**src/rtl/vga_rx_decoder.sv**
```systemverilog
// VGA receive-side timing decoder: recovers pixel coordinates from HS/VS/BLANK_N,
// checks line and frame timing against the nominal mode, and reports lock.
module vga_rx_decoder #(
    parameter int unsigned WIDTH   = 640,
    parameter int unsigned HEIGHT  = 480,
    parameter int unsigned H_TOTAL = 800,
    parameter int unsigned CNT_W   = 11
) (
    input  logic             clk,
    input  logic             rst,
    input  logic             i_hs,
    input  logic             i_vs,
    input  logic             i_blank_n,
    input  logic [7:0]       i_r,
    input  logic [7:0]       i_g,
    input  logic [7:0]       i_b,
    output logic             o_valid,
    output logic [CNT_W-1:0] o_x,
    output logic [CNT_W-1:0] o_y,
    output logic [7:0]       o_r,
    output logic [7:0]       o_g,
    output logic [7:0]       o_b,
    output logic             o_sof,
    output logic             o_eol,
    output logic             o_locked,
    output logic [7:0]       o_err_cnt
);

    localparam logic [CNT_W-1:0] WidthC   = CNT_W'(WIDTH);
    localparam logic [CNT_W-1:0] LastXC   = CNT_W'(WIDTH - 1);
    localparam logic [CNT_W-1:0] HeightC  = CNT_W'(HEIGHT);
    localparam logic [CNT_W-1:0] HPeriodC = CNT_W'(H_TOTAL - 1);
    localparam logic [CNT_W-1:0] OneC     = CNT_W'(1);
    localparam logic [CNT_W-1:0] MaxC     = {CNT_W{1'b1}};

    typedef enum logic [1:0] {S_SEARCH, S_ACQ, S_LOCK} state_t;

    state_t state_q, state_d;

    logic             hs_q, vs_q, de_q;
    logic             hs_fall, vs_fall, de_rise, de_fall;
    logic [CNT_W-1:0] x_cnt_q, x_cnt_d;
    logic [CNT_W-1:0] y_cnt_q, y_cnt_d, y_line;
    logic [CNT_W-1:0] h_per_q, h_per_d;
    logic             h_seen_q, h_seen_d;
    logic             frame_bad_q, frame_bad_d;
    logic             line_err, frame_ok, lock_loss;
    logic [CNT_W-1:0] px, py;
    logic             pix_valid, pix_sof, pix_eol;

    // Edge detection, coordinate/period counters and timing checks
    always_comb begin
        hs_fall = hs_q & ~i_hs;
        vs_fall = vs_q & ~i_vs;
        de_rise = ~de_q & i_blank_n;
        de_fall = de_q & ~i_blank_n;

        px = de_rise ? '0 : x_cnt_q;
        // A pixel sampled together with the VS fall already belongs to row 0
        py = vs_fall ? '0 : y_cnt_q;

        x_cnt_d = x_cnt_q;
        if (de_rise) begin
            x_cnt_d = OneC;
        end else if (i_blank_n && (x_cnt_q != MaxC)) begin
            x_cnt_d = x_cnt_q + OneC;
        end

        // The line ending on this cycle is counted before any frame check sees y
        y_line = (de_fall && (y_cnt_q != MaxC)) ? y_cnt_q + OneC : y_cnt_q;
        y_cnt_d = vs_fall ? '0 : y_line;

        h_per_d = h_per_q;
        if (hs_fall) begin
            h_per_d = '0;
        end else if (h_per_q != MaxC) begin
            h_per_d = h_per_q + OneC;
        end
        h_seen_d = h_seen_q | hs_fall;

        line_err = (hs_fall && h_seen_q && (h_per_q != HPeriodC)) ||
                   (de_fall && (x_cnt_q != WidthC));

        frame_ok    = (y_line == HeightC) && !(frame_bad_q || line_err);
        frame_bad_d = vs_fall ? 1'b0 : (frame_bad_q | line_err);
    end

    // Input sample history and counters
    always_ff @(posedge clk) begin
        if (rst) begin
            hs_q        <= 1'b1;
            vs_q        <= 1'b1;
            de_q        <= 1'b0;
            x_cnt_q     <= '0;
            y_cnt_q     <= '0;
            h_per_q     <= '0;
            h_seen_q    <= 1'b0;
            frame_bad_q <= 1'b0;
        end else begin
            hs_q        <= i_hs;
            vs_q        <= i_vs;
            de_q        <= i_blank_n;
            x_cnt_q     <= x_cnt_d;
            y_cnt_q     <= y_cnt_d;
            h_per_q     <= h_per_d;
            h_seen_q    <= h_seen_d;
            frame_bad_q <= frame_bad_d;
        end
    end

    // Lock state register
    always_ff @(posedge clk) begin
        if (rst) begin
            state_q <= S_SEARCH;
        end else begin
            state_q <= state_d;
        end
    end

    // Lock next-state: frame checks at VS fall, line errors drop lock at once
    always_comb begin
        state_d   = state_q;
        lock_loss = 1'b0;
        case (state_q)
            S_SEARCH: begin
                if (vs_fall) begin
                    state_d = S_ACQ;
                end
            end
            S_ACQ: begin
                if (vs_fall && frame_ok) begin
                    state_d = S_LOCK;
                end
            end
            S_LOCK: begin
                if (line_err || (vs_fall && !frame_ok)) begin
                    state_d   = S_ACQ;
                    lock_loss = 1'b1;
                end
            end
            default: state_d = S_SEARCH;
        endcase
    end

    // Pixel qualification and strobes; overlong lines and extra rows are dropped
    always_comb begin
        pix_valid = (state_q != S_SEARCH) && i_blank_n && (px < WidthC) && (py < HeightC);
        pix_sof   = pix_valid && (px == '0) && (py == '0);
        pix_eol   = pix_valid && (px == LastXC);
    end

    // Registered outputs, one cycle behind the input sample
    always_ff @(posedge clk) begin
        if (rst) begin
            o_valid   <= 1'b0;
            o_x       <= '0;
            o_y       <= '0;
            o_r       <= '0;
            o_g       <= '0;
            o_b       <= '0;
            o_sof     <= 1'b0;
            o_eol     <= 1'b0;
            o_locked  <= 1'b0;
            o_err_cnt <= '0;
        end else begin
            o_valid  <= pix_valid;
            o_r      <= pix_valid ? i_r : 8'h00;
            o_g      <= pix_valid ? i_g : 8'h00;
            o_b      <= pix_valid ? i_b : 8'h00;
            o_sof    <= pix_sof;
            o_eol    <= pix_eol;
            o_locked <= (state_d == S_LOCK);
            if (pix_valid) begin
                o_x <= px;
                o_y <= py;
            end
            if (lock_loss && (o_err_cnt != 8'hFF)) begin
                o_err_cnt <= o_err_cnt + 8'd1;
            end
        end
    end

endmodule

```
**config.mk**
```make
export PLATFORM = sky130hd
export DESIGN_NAME = vga_rx_decoder
export DESIGN_NICKNAME = d
export VERILOG_FILES = /design/src/rtl/vga_rx_decoder.sv
export SDC_FILE = /design/constraint.sdc
export NUM_CORES = 1
export LEC_CHECK = 0
export CAP_MARGIN = 20
export CORE_ASPECT_RATIO = 0.9
export CORE_MARGIN = 2
export CORE_UTILIZATION = 40
export DETAILED_ROUTE_END_ITERATION = 12
export PLACE_DENSITY = 0.7
export SYNTH_ARGS = -nofsm -noshare
export SYNTH_HDL_FRONTEND = slang
export SYNTH_SLANG_ARGS = --single-unit
```
**constraint.sdc**
```tcl
create_clock -name clk -period 3 [get_ports clk]
set_clock_uncertainty 0.2 [all_clocks]
set_input_delay 0.45 -clock clk [delete_from_list [all_inputs] [get_ports clk]]
set_output_delay 0.45 -clock clk [all_outputs]
set_load 0.01 [all_outputs]
```
==> impl_metrics.yaml <==
pwr:
  switching_share_pct: 24.0
  power_leakage_nw: 1.98
  finalPower_mw: 2.61
  clockPowerShare_pct: 43.0
  combPwrFrac_pct: 6.0
  p_switching_mw: 0.627
  seqPwrFrac_pct: 50.9
  peakVddDrop_uv: 342
  p_int_mw: 1.98
  power_density_nw_per_um2: 477
drt:
  first_iter_violations: 167
  via_per_inst: 5.19
  drc: 0
  ant_nets: 0
  wire_per_inst_um: 14.3
  wl_um: 9760
  vias: 3547
  dr.pass1.iters: 4
global_route:
  overflow: 0
  grt_usage_pct: 18.1
  grt_pass1_vias: 3356
  antenna_found_initial: 0
  grt_max_degree: 26
  grt_pass1_wl_um: 16400
setup_path:
  critical_path.most_common_cell: "and4_1"
  slowest_stage: "or4_1"
  crit_type: "reg2reg"
  cp-start-kind: "flip-flop"
  path_max_fanout: 14
  path_cells: "ha_1 -> and4_1 -> nand4_1 -> and4_1 -> o21ai_4 -> nor3_4 -> buf_12 -> or4_1 -> a21oi_1"
  cpPeakStageDelay_ps: 490
  end_kind: "flip-flop"
  crit_required_ps: 3080
  arrival_ps: 2860
floorplan:
  die_w_um: 111
  die_h_um: 100
  dieArea_um2: 11100
  core_area_um2: 10100
  initial_utilization_pct: 40.5
  placement_rows: 35
  ios: 87
placement:
  numPortBuffers: 86
  dpl.hpwl_um: 7010
  gp_congestion: 0.898
  pre_cts_slack_ps: -84.7
timing:
  setup_violations: 0
  fmax_ghz: 0.359
  drv_slew: 0
  worst_slack_ps: 218
  finalHoldViolCount: 0
  rsz0062_at_grt: "no"
  period_needed_ps: 2780
  finalCritPeriodShare_pct: 92.7
  tightest_slew_ps: 426
  hold_slack_ps: 257
  slew_headroom_pct: 71.6
logic_synthesis:
  synth_edf_count: 0
  synth.cell_area_um2: 4100
  yosys_warnings: 0
  yosys_register_bits: 98
  ys_seq_area_share_pct: 47.9
  async_reset_ff_share_pct: 0
  synth.top_cells.by_count: "dfxtp_1 (98), nor2_1 (46), a21oi_1 (37), nand3_1 (37), nand2_1 (35)"
  synthTopCellsByArea: "dfxtp_1 (48%), a21oi_1 (4.5%), nand3_1 (4.5%)"
  post-synth-top-count-cell: "dfxtp_1"
  ys.flop_type: "dfxtp_1"
  syn-num-nets: 487
  yosys.area.top_type: "dfxtp_1"
  synth_top_area_share_pct: 47.9
  synth_cell_types: 58
  syn_inst: 453
  syn_area_per_cell_um2: 9.04
cts:
  clkTransAtPathRegs_ps: 70
  cts_tree: "built"
  clk_path_buf_depth: 2
  cts_sinks: 98
  cts_root_buf: "clkbuf_16"
  post_cts_buffers: 0
  cts_made_buffers: 9
  clk_latency_ps: 350
  hold_buffers: 0
  h-tree-depth: 3
  ctsResizeCount: 0
final_layout:
  num-nets-final: 583
  post-route-util_pct: 54.0
  layout-drive-gt1-share_pct: 11.0
  n_antenna_cell: 0
  synthToLayoutAreaGrowth_pct: 33.5
  fill_cells: 897
outcome:
  status: "completed"
worst_hold_path:
  hold_path_class: "reg2reg"
flow_run:
  drv_cap: 0
-- flip-flops by register name (all words and copies together), names as in the netlist, 2 cells and up --
register   cells
x_cnt_q       11
o_y           11
o_b            8
y_cnt_q       11
o_r            8
h_per_q       11
o_err_cnt      8
o_g            8
state_q        2
o_x           11
-- placed cells by master (no fill, tap or decap), types with 5 or more instances in the layout --
cell type and count:
buf_4 25, o21ai_0 5, clkbuf_16 9, mux2i_1 5
ha_1 5, or4_1 5, dfxtp_1 98, nand4_1 10
and2_1 28, clkdlybuf4s50_1 86, nand2b_1 8, nor2_1 46
nand2_1 35, nor3_1 7, a21oi_1 37, and4_1 7
xor2_1 15, nand3_1 37, and3_1 5, inv_1 8
xnor2_1 9, a31oi_1 7
-- logic make-up (layout without fill, tap and decap cells) --
group	count (synthesis)	count (layout)	share of synthesized area, %
flops	98	98	47.9
mux	7	7	1.86
compound gates	66	66	9.72
simple gates	218	218	29.5
fa+ha+maj	5	5	1.53
buf+inv	35	136	4.31
xor+xnor	24	24	5.13
-- layer usage --
metal,global-route usage (%),vias to the layer above,part of all wire (%),wire length (um)
met4,6.83,0,1.5,148
met3,4.95,13,4.6,445
met5,0,-,0,0
li1,-,1764,-,-
met1,22.1,1695,44,4250
met2,30.8,75,50,4920
-- stage by stage --
| stage | instance area, um^2 | TNS, ps | std cells |
|---|---|---|---|
| after floorplan | 4100 | 0 | 453 |
| after global placement | 5180 | -12.1 | 667 |
| after detailed placement | 5180 | -425 | 667 |
| after CTS | 5470 | 0 | 683 |
| after global routing | 5470 | 0 | 683 |
| final | 5470 | 0 | 683 |
-- critical path, delay by kind of cell (launching register included) --
kind            cells  cell delay (ps)
buf+inv             1              140
compound gates      2              340
flops               1              330
simple gates        5             1380
fa+ha+maj           1              320
-- power groups by stage --
stage,logic [mW],clock network [mW],registers (mW)
2_1_floorplan,0.0725,0,1.36
4_1_cts,0.158,1.15,1.33
6_report,0.157,1.12,1.33
3_5_place_dp,0.157,0,1.36
5_1_grt,0.173,1.21,1.33
3_3_place_gp,0.154,0,1.36
-- final cells by class --
type	instances	area, um^2	area share, %
Multi-Input combinational cell	320	1960	35.8
Sequential cell	98	1960	35.9
Tap cell	129	161	2.95
Inverter	8	30.0	0.549
Timing Repair Buffer	112	1070	19.6
Clock inverter	7	61.3	1.12
Clock buffer	9	225	4.12
-- worst paths after layout --
kind / from / to / slack (ps) / cells after the start
worst max-delay path: y_cnt_q[0] / o_err_cnt[6] / 220 / 9
worst min-delay path: o_y[6] / o_y[6] / 260 / 2
worst max register to register: y_cnt_q[0] / o_err_cnt[6] / 220 / 9
worst min register to register: o_y[6] / o_y[6] / 260 / 2
Note: power is estimated with default switching activity, not from simulation.
